### config.mk
export PLATFORM = sky130hd
export DESIGN_NAME = hazard_stall_unit
export DESIGN_NICKNAME = d
export VERILOG_FILES = /design/src/rtl/hazard_stall_unit.sv
export SDC_FILE = /design/constraint.sdc
export NUM_CORES = 1
export LEC_CHECK = 0
export CAP_MARGIN = 25
export CORE_ASPECT_RATIO = 0.75
export CORE_MARGIN = 4
export CORE_UTILIZATION = 40
export DETAILED_ROUTE_END_ITERATION = 10
export GPL_ROUTABILITY_DRIVEN = 1
export PLACE_DENSITY = 0.73
export SYNTH_ARGS = -nofsm -noshare
export SYNTH_HDL_FRONTEND = slang
export SYNTH_SLANG_ARGS = --single-unit
### constraint.sdc
create_clock -name clk -period 2.6 [get_ports clk]
set_input_delay 0.52 -clock clk [delete_from_list [all_inputs] [get_ports clk]]
set_output_delay 0.52 -clock clk [all_outputs]
set_load 0.03 [all_outputs]
### src/rtl/hazard_stall_unit.sv
// rtl/hazard_stall_unit.sv - load-use hazard detection and pipeline stall/flush/freeze control
//
// Issue-side hazard unit for the 5-stage RV32I pipeline. It keeps a shadow copy of
// the destination and write controls of the instruction admitted into EX. It stalls
// for one cycle on a load-use hazard, flushes on an EX mispredict, freezes the
// pipeline while data memory is busy, and counts stall and flush events with
// saturating counters.
//
// Ports:
//   clk, reset_n                  clock (rising edge), asynchronous active-low reset
//   valid_id .. memread_id        decoded ID-stage instruction fields
//   mispredict_ex                 branch in EX resolved against its prediction
//   dmem_busy                     data memory not ready; MEM cannot complete
//   stall_if, stall_id            hold PC/IF-ID and the ID stage
//   bubble_ex                     load a NOP into ID/EX
//   flush_if_id, flush_id_ex      clear IF/ID and ID/EX
//   freeze_back                   hold ID/EX, EX/MEM and MEM/WB
//   rd_addr_ex, regwrite_ex,
//   memread_ex                    shadow of the instruction in EX
//   stall_count, flush_count      saturating event counters
module hazard_stall_unit #(
  parameter int REG_W = 5,
  parameter int CNT_W = 16
) (
  input  logic             clk,
  input  logic             reset_n,
  input  logic             valid_id,
  input  logic [REG_W-1:0] rs1_addr_id,
  input  logic [REG_W-1:0] rs2_addr_id,
  input  logic             rs1_used_id,
  input  logic             rs2_used_id,
  input  logic [REG_W-1:0] rd_addr_id,
  input  logic             regwrite_id,
  input  logic             memread_id,
  input  logic             mispredict_ex,
  input  logic             dmem_busy,
  output logic             stall_if,
  output logic             stall_id,
  output logic             bubble_ex,
  output logic             flush_if_id,
  output logic             flush_id_ex,
  output logic             freeze_back,
  output logic [REG_W-1:0] rd_addr_ex,
  output logic             regwrite_ex,
  output logic             memread_ex,
  output logic [CNT_W-1:0] stall_count,
  output logic [CNT_W-1:0] flush_count
);

  typedef enum logic {RUN, MEM_WAIT} state_t;

  localparam logic [CNT_W-1:0] CNT_MAX = {CNT_W{1'b1}};
  localparam logic [CNT_W-1:0] CNT_ONE = {{(CNT_W-1){1'b0}}, 1'b1};

  state_t           state_q, state_d;
  logic [REG_W-1:0] rd_addr_ex_q, rd_addr_ex_d;
  logic             regwrite_ex_q, regwrite_ex_d;
  logic             memread_ex_q, memread_ex_d;
  logic [CNT_W-1:0] stall_count_q, stall_count_d;
  logic [CNT_W-1:0] flush_count_q, flush_count_d;
  logic             load_use;

  // Writes to x0 are tracked in the shadow but can never create a hazard.
  assign load_use = valid_id & memread_ex_q & regwrite_ex_q & (rd_addr_ex_q != '0) &
                    ((rs1_used_id & (rs1_addr_id == rd_addr_ex_q)) |
                     (rs2_used_id & (rs2_addr_id == rd_addr_ex_q)));

  always_comb begin
    state_d       = state_q;
    rd_addr_ex_d  = rd_addr_ex_q;
    regwrite_ex_d = regwrite_ex_q;
    memread_ex_d  = memread_ex_q;
    stall_count_d = stall_count_q;
    flush_count_d = flush_count_q;
    stall_if      = 1'b0;
    stall_id      = 1'b0;
    bubble_ex     = 1'b0;
    flush_if_id   = 1'b0;
    flush_id_ex   = 1'b0;
    freeze_back   = 1'b0;

    // State only records the wait phase; decisions below use current inputs.
    case (state_q)
      RUN:      if (dmem_busy)  state_d = MEM_WAIT;
      MEM_WAIT: if (!dmem_busy) state_d = RUN;
      default:  state_d = RUN;
    endcase

    // Controls are held low during reset so an abort takes effect immediately.
    if (reset_n) begin
      if (dmem_busy) begin
        // Mispredict is ignored here; its source holds it until the pipeline moves.
        stall_if    = 1'b1;
        stall_id    = 1'b1;
        freeze_back = 1'b1;
      end else if (mispredict_ex) begin
        flush_if_id   = 1'b1;
        flush_id_ex   = 1'b1;
        rd_addr_ex_d  = '0;
        regwrite_ex_d = 1'b0;
        memread_ex_d  = 1'b0;
        if (flush_count_q != CNT_MAX) flush_count_d = flush_count_q + CNT_ONE;
      end else if (load_use) begin
        // Bubble enters EX with an empty shadow, so the retry next cycle proceeds.
        stall_if      = 1'b1;
        stall_id      = 1'b1;
        bubble_ex     = 1'b1;
        rd_addr_ex_d  = '0;
        regwrite_ex_d = 1'b0;
        memread_ex_d  = 1'b0;
        if (stall_count_q != CNT_MAX) stall_count_d = stall_count_q + CNT_ONE;
      end else begin
        rd_addr_ex_d  = rd_addr_id;
        regwrite_ex_d = regwrite_id & valid_id;
        memread_ex_d  = memread_id & valid_id;
      end
    end
  end

  always_ff @(posedge clk or negedge reset_n) begin
    if (!reset_n) begin
      state_q       <= RUN;
      rd_addr_ex_q  <= '0;
      regwrite_ex_q <= 1'b0;
      memread_ex_q  <= 1'b0;
      stall_count_q <= '0;
      flush_count_q <= '0;
    end else begin
      state_q       <= state_d;
      rd_addr_ex_q  <= rd_addr_ex_d;
      regwrite_ex_q <= regwrite_ex_d;
      memread_ex_q  <= memread_ex_d;
      stall_count_q <= stall_count_d;
      flush_count_q <= flush_count_d;
    end
  end

  assign rd_addr_ex  = rd_addr_ex_q;
  assign regwrite_ex = regwrite_ex_q;
  assign memread_ex  = memread_ex_q;
  assign stall_count = stall_count_q;
  assign flush_count = flush_count_q;

endmodule

==> metrics.sh, run 1 <==
WORST-ENDPOINT-REQUIRED_NS=2.08
CRITICALPATHCATEGORY='input port to output pin'
BUFFER_PORTS.INSERTED=68
PLACE_INST=317
POST_SYNTH_INSTANCE_AREA_MM2=0.00207
CELLPOWERDENSITY_mW_PER_MM2=494
YOSYSUNIQUECELLTYPES=47
FINAL_ANTENNA_NET_COUNT=0
DRT-TOTAL-WL_MM=4.91
SYNTH_ENABLE_FLOP_CELLS=0
PLACE_WS_NS=-0.0114
DESIGN.DIE.AREA_MM2=0.00641
LARGEST_NET_DEGREE_AT_THE_START_OF_GLOBAL_ROUTING=43
WORSTSKEWPAIRLATENCY_NS=0.28
SYNTH.AVG_CELL_AREA_UM2=11.0
SLEW_HEADROOM=0.659
MAX_BUFFERS_ROOT_TO_SINK=2
CRITICAL_PATH_PEAK_FANOUT=2
MAXSLEWVIOLCOUNT=0
NUMBER_OF_ITERATIONS_IN_THE_FIRST_DETAILED_ROUTING_PASS=4
DP.FINAL_HPWL_MM=3.69
ROUTED_WL_PER_CELL_UM=15.2
SETUP_VIOLATIONS=0
DIE_H_UM=70.4
FINALWEIGHTEDCONGESTION=0.771
P_LEAK_nW=1.31
LAYOUT-AREA-OVERHEAD-VS-SYNTH_PCT=41.4
CP_MAX_DELAY_CELL='sky130_fd_sc_hd__clkdlybuf4s50_1'
CAP_VIOL_MAX_COUNT=0
DRT_DRC_VIOLATIONS_LEFT=0
FINCLKSKEW_NS=0.00492
SYNTH.YOSYS.WARNINGS=0
CLK_TRANSITION_REPORTED_PATHS_NS=0.07
VIAS=1724
RRSETUPSLACK_NS=0.44
LAYOUT_WORST_PATH_CYCLE_SHARE=0.958
OUTCOME='finished, final reports clean'
FIRST_GLOBAL_VIAS=1640
POWER_mW=1.45
GRT_SETUP_UNREPAIRED='false'
TIMING.CRITICAL_PATH.CELLS='clkdlybuf4s50_1, xor2_1, nor4_2, a32oi_2, nand2b_4, o21bai_4, buf_6'
ROUTE.DETAILED.VIAS_PER_INST=5.34
PLACEMENT_CELL_AREA_MM2=0.00283
PLACEABLECOREAREA_MM2=0.00495
TIGHTESTPINTRANSITION_NS=0.508
DESIGN.PORTCOUNT=69
GRT_ANTENNA_BEFORE_REPAIR=0
CLOCK_TREE_FROM_TRITONCTS='done'
DIE_WIDTH_UM=91.1
WORST_EP_ARRIVAL_TIME_NS=1.97
WORST_HOLD_SLACK_NS=0.332
LAYOUTNONFILLERINSTCOUNT=323
CTS_SINKS=39
INITIAL_UTILIZATION=0.418
START_KIND='input port'
FIN_CRIT_NS=2.49
TIMING.FINAL.HOLD_VIOLATIONS=0
SYNTH_NETS=214
CTS_INSERTED_BUFFERS=5
DESIGN.FINAL.NETS=290
GR-TOTAL-OVERFLOW=0
VDD.IR_DROP.WORST_uV=528
HTREE_LEVELS=2
FFS_W_ASYNC_S_R_SYNTH=1.00
WORST_PATH_LARGEST_CELL_DELAY_NS=0.42
TIMING.FINAL.WS_SETUP_NS=0.109
WORST_HOLD_PATH_TYPE='input port to async pin'
DIODES=0
TIMING.SETUP.TNS_NS=0
FLOORPLAN.ROWS=22
CLK_ROOT_BUFFER_CELL='sky130_fd_sc_hd__clkbuf_8'
FIRST_PASS_GRT_WIRE_LENGTH_MM=8.05
SYNTH_FLOP_CELL='sky130_fd_sc_hd__dfrtp_1'
FIN_AREA_MM2=0.00293
ACHIEVABLE-FREQUENCY_GHz=0.401
POST_ROUTE_CELLS_DRIVE_ABOVE_1_SHARE=0.125
POST-ROUTE-UTIL=0.592
GRT.TOTAL_USAGE=0.153
YS_SEQ_AREA_FRAC=0.471
DETAIL_ROUTE.ITER0.VIOLATIONS=54
CRIT_PATH_END_KIND='output pin'
CTS_HOLD_BUFFERS=0
SYNTH.FF_LATCH_COUNT=39
NUMBER_OF_INSTANCES_IN_THE_SYNTHESIZED_NETLIST=188
[state kept, by name, indices dropped and copies added, names as in the netlist]
name,cells
rd_addr_ex,5
regwrite_ex,1
stall_count,16
memread_ex,1
flush_count,16
[worst paths after layout]
path,start,to,cells past startpoint
min reg2reg,stall_count[9]$_DFFE_PN0P_,stall_count[9]$_DFFE_PN0P_,1
min in group clk,stall_count[9]$_DFFE_PN0P_,stall_count[9]$_DFFE_PN0P_,1
min,reset_n,flush_count[15]$_DFFE_PN0P_,2
max,rs2_addr_id[4],stall_id,7
max reg2reg,rd_addr_ex[1]$_DFFE_PN0P_,memread_ex$_DFFE_PN0P_,6
max in group asynchronous,reset_n,rd_addr_ex[3]$_DFFE_PN0P_,2
[layout by cell type (no fill, tap or decap), drive strengths merged, types with 4 or more instances in the layout]
master	count
a22o	5
buf	13
clkbuf	6
clkdlybuf4s50	59
dfrtp	39
nand2	12
nand2b	4
nand3	9
nand4	7
nor2	12
nor3	4
nor4	7
xnor2	12
xor2	28
[Yosys cell counts, types with 2 or more instances]
library cell	number	area share
sky130_fd_sc_hd__a22o_1	5	0.021
sky130_fd_sc_hd__dfrtp_1	39	0.47
sky130_fd_sc_hd__and3_1	3	0.0091
sky130_fd_sc_hd__or2_1	2	0.0060
sky130_fd_sc_hd__nor4b_2	2	0.014
sky130_fd_sc_hd__xor2_1	28	0.12
sky130_fd_sc_hd__nor3b_1	2	0.0072
sky130_fd_sc_hd__ha_1	2	0.012
sky130_fd_sc_hd__inv_1	2	0.0036
sky130_fd_sc_hd__o2111ai_1	3	0.013
sky130_fd_sc_hd__xnor2_1	12	0.051
sky130_fd_sc_hd__nand3_1	9	0.022
sky130_fd_sc_hd__a32o_1	2	0.0097
sky130_fd_sc_hd__and4_1	2	0.0085
sky130_fd_sc_hd__nor3_1	4	0.0097
sky130_fd_sc_hd__buf_4	2	0.0072
sky130_fd_sc_hd__nand4_1	7	0.021
sky130_fd_sc_hd__nand2_1	12	0.022
sky130_fd_sc_hd__nor4_1	6	0.018
sky130_fd_sc_hd__nor2_1	12	0.022
sky130_fd_sc_hd__a21oi_1	2	0.0048
sky130_fd_sc_hd__nand2b_1	3	0.0091
sky130_fd_sc_hd__and2_1	3	0.0091
[cell type report]
class,count,area (um^2)
tap,60,75.1
clock buffer,6,72.6
multi-input combinational,142,1080
inverter,2,7.51
timing repair buffer,74,718
sequential,39,977
fill,446,2020
[kinds of logic after synthesis]
kind of cell,Yosys count,synth area share
simple gates,76,0.220
compound gates,22,0.0960
mux,2,0.0127
buf+inv,7,0.0199
xor+xnor,40,0.169
fa+ha+maj,2,0.0121
flops,39,0.471
[power breakdown]
group          total, mW  leakage (nW)  switching [mW]  internal, mW
sequential         0.719         0.531          0.0676         0.651
clock              0.368        0.0371           0.189         0.179
combinational      0.363         0.744           0.190         0.173
total               1.45          1.31           0.447          1.00
[critical path: cells and delay by family]
family | cells | cell delay, ns
buf+inv | 2 | 0.57
simple gates | 2 | 0.43
compound gates | 2 | 0.30
xor+xnor | 1 | 0.16
[metal layers]
metal / wire [um] / vias up / part of all wire / GRT usage
met2: 2120 / 49 / 0.43 / 0.218
met3: 261 / 5 / 0.053 / 0.0431
met5: 0 / - / 0 / 0
met1: 2500 / 830 / 0.51 / 0.231
met4: 29 / 0 / 0.0059 / 0.0301
li1: - / 840 / - / -
[repair_timing]
item	CTS	global route
setup endpoints to repair	2	2
buffers inserted	0	0
endpoints found under the hold margin	0	0
resized for setup	1	5
pin swaps	0	3
No activity file was read; power rests on OpenSTA's default activity.
==> run 2: changes to the inputs <==
CORE_UTILIZATION = 46   (was 40)
PLACE_DENSITY = 0.82   (was 0.73)
==> run 2 against run 1 <==
Effect of this change: critical path depth unchanged; final cell count is 1.9% lower; total power rose by 1.6%; design area about the same; clock skew grew 0.0071 ns; flip-flop and latch count did not move; combinational power is 2% higher; die area down 12%; maximum frequency is 0.72% lower; utilization increased by 11 points; worst hold slack worse by 0.13 ns; register-to-register slack worse by 0.04 ns; critical path type unchanged; largest cell class unchanged.
==> metrics.sh, run 2 (synthesis gave the netlist of run 1 again) <==
CRITICALPATHCATEGORY='input port to output pin'  # unchanged
WORST-ENDPOINT-REQUIRED_NS=2.08  # about the same
ACHIEVABLE-FREQUENCY_GHz=0.399  # was 0.401 GHz
DESIGN.FINAL.NETS=288  # was 290
VDD.IR_DROP.WORST_uV=453  # was 528 uV
GRT_SETUP_UNREPAIRED='false'  # unchanged
CTS_SINKS=39  # unchanged
TIGHTESTPINTRANSITION_NS=0.573  # was 0.508 ns
FINAL_ANTENNA_NET_COUNT=0  # unchanged
DETAIL_ROUTE.ITER0.VIOLATIONS=73  # was 54
DP.FINAL_HPWL_MM=4.01  # was 3.69 mm
POST_ROUTE_CELLS_DRIVE_ABOVE_1_SHARE=0.122  # was 0.125
CLK_ROOT_BUFFER_CELL='sky130_fd_sc_hd__clkbuf_8'  # unchanged
NUMBER_OF_ITERATIONS_IN_THE_FIRST_DETAILED_ROUTING_PASS=4  # unchanged
DIODES=0  # unchanged
REGAREA_UM2=977  # unchanged
WORST_EP_ARRIVAL_TIME_NS=1.99  # was 1.97 ns
PLACEABLECOREAREA_MM2=0.00420  # was 0.00495 mm^2
SLEW_HEADROOM=0.614  # was 0.659
HTREE_LEVELS=2  # unchanged
CLOCK_TREE_FROM_TRITONCTS='done'  # unchanged
LAYOUT_COMMON_CELLS='sky130_fd_sc_hd__clkdlybuf4s50_1 (58), sky130_fd_sc_hd__dfrtp_1 (38), sky130_fd_sc_hd__xor2_1 (28)'  # was sky130_fd_sc_hd__clkdlybuf4s50_1 (59), sky130_fd_sc_hd__dfrtp_1 (38), sky130_fd_sc_hd__xor2_1 (28)
MAXSLEWVIOLCOUNT=0  # unchanged
LAYOUT-AREA-OVERHEAD-VS-SYNTH_PCT=41.5  # was 41.4%
CELLPOWERDENSITY_mW_PER_MM2=502  # was 494 mW/mm^2
P_LEAK_nW=1.32  # was 1.31 nW
BUFFER_PORTS.INSERTED=68  # unchanged
ROUTE.DETAILED.VIAS_PER_INST=5.46  # was 5.34
DESIGN.DIE.AREA_MM2=0.00566  # was 0.00641 mm^2
MOSTFREQUENTLAYOUTCELL='sky130_fd_sc_hd__clkdlybuf4s50_1'  # unchanged
FIN_CRIT_NS=2.51  # was 2.49 ns
CTS_HOLD_BUFFERS=0  # unchanged
FINCLKSKEW_NS=0.0120  # was 0.00492 ns
DRT_DRC_VIOLATIONS_LEFT=0  # unchanged
GRT.TOTAL_USAGE=0.210  # was 0.153
CLK_TRANSITION_REPORTED_PATHS_NS=0.08  # was 0.07 ns
CRITICAL_PATH_PEAK_FANOUT=2  # unchanged
FILLERS=325  # was 446
WORSTSKEWPAIRLATENCY_NS=0.29  # was 0.28 ns
CAP_VIOL_MAX_COUNT=0  # unchanged
DIE_H_UM=66.1  # was 70.4 um
GRT_ANTENNA_BEFORE_REPAIR=0  # unchanged
TIMING.FINAL.HOLD_VIOLATIONS=0  # unchanged
WORST_HOLD_PATH_TYPE='input port to async pin'  # unchanged
VIAS=1731  # was 1724
SETUP_VIOLATIONS=0  # unchanged
PLACE_INST=310  # was 317
FLOORPLAN.ROWS=20  # was 22
GR-TOTAL-OVERFLOW=0  # unchanged
TIMING.SETUP.TNS_NS=0  # unchanged
FINALWEIGHTEDCONGESTION=0.845  # was 0.771
LARGEST_NET_DEGREE_AT_THE_START_OF_GLOBAL_ROUTING=32  # was 43
OUTCOME='finished, final reports clean'  # unchanged
INITIAL_UTILIZATION=0.493  # was 0.418
LAYOUT_WORST_PATH_CYCLE_SHARE=0.965  # was 0.958
MAX_BUFFERS_ROOT_TO_SINK=2  # unchanged
DIE_WIDTH_UM=85.5  # was 91.1 um
ROUTED_WL_PER_CELL_UM=16.4  # was 15.2 um
CRIT_PATH_END_KIND='output pin'  # unchanged
FIRST_PASS_GRT_WIRE_LENGTH_MM=9.10  # was 8.05 mm
FIRST_GLOBAL_VIAS=1796  # was 1640
DRT-TOTAL-WL_MM=5.20  # was 4.91 mm
CTS_INSERTED_BUFFERS=5  # unchanged
LAYOUTNONFILLERINSTCOUNT=317  # was 323
MULTI_INPUT_COMB_AREA_MM2=0.00108  # about the same
DESIGN.PORTCOUNT=69  # unchanged
START_KIND='input port'  # unchanged
run 2: per-layer routing:
metal	up-vias	wire, um	GRT usage
met1	841	2490	0.300
met5	-	0	0
met3	9	272	0.0448
met2	57	2350	0.312
met4	0	93	0.0771
li1	824	-	-
run 2: timing repair:
item                       CTS  global route
hold endpoints to repair     0             0
setup buffers                0             0
resized for setup            3             5
setup endpoints to repair    3             3
pin swaps                    3             3
run 2: report_power, final:
part / total [mW] / switching [mW] / internal, mW
Clock: 0.386 / 0.202 / 0.185
Combinational: 0.369 / 0.197 / 0.173
Sequential: 0.717 / 0.0655 / 0.651
run 2: worst max-delay path, stage by stage:
cell and delay [ns]:
sky130_fd_sc_hd__clkdlybuf4s50_1 0.42, sky130_fd_sc_hd__xor2_1 0.16, sky130_fd_sc_hd__nor4_2 0.30, sky130_fd_sc_hd__a32oi_2 0.10, sky130_fd_sc_hd__nand2b_4 0.18, sky130_fd_sc_hd__o21bai_4 0.16
sky130_fd_sc_hd__buf_6 0.15
run 2: area by class of cell:
class                           count  share of cell area
Clock buffer                        7              0.0260
Inverter                            2             0.00256
Multi-Input combinational cell    142               0.370
Sequential cell                    39               0.333
Tap cell                           55              0.0235
Timing Repair Buffer               72               0.245
run 2: metrics by stage:
step	hold slack [ns]	cell area [um^2]	power, mW	setup WS [ns]	util
2_1_floorplan	0.224	2090	0.912	0.0142	-
3_3_place_gp	0.473	2820	1.08	-0.0116	0.672
3_5_place_dp	0.479	2820	1.10	-0.0650	0.672
4_1_cts	0.194	2920	1.48	0.00874	0.693
5_1_grt	0.209	2930	1.54	0.00513	0.698
6_report	0.202	2930	1.47	0.0907	0.698
run 2: path summary, 6_finish.rpt:
check,cells after the start,slack (ns),endpoint,from
worst min-delay path,2,0.20,flush_count[10]$_DFFE_PN0P_,reset_n
worst min register to register,1,0.49,stall_count[9]$_DFFE_PN0P_,stall_count[9]$_DFFE_PN0P_
max in group asynchronous,2,1.99,rd_addr_ex[3]$_DFFE_PN0P_,reset_n
worst max-delay path,7,0.09,stall_if,rs1_addr_id[3]
worst max register to register,6,0.40,regwrite_ex$_DFFE_PN0P_,rd_addr_ex[3]$_DFFE_PN0P_
min in group clk,1,0.49,stall_count[9]$_DFFE_PN0P_,stall_count[9]$_DFFE_PN0P_
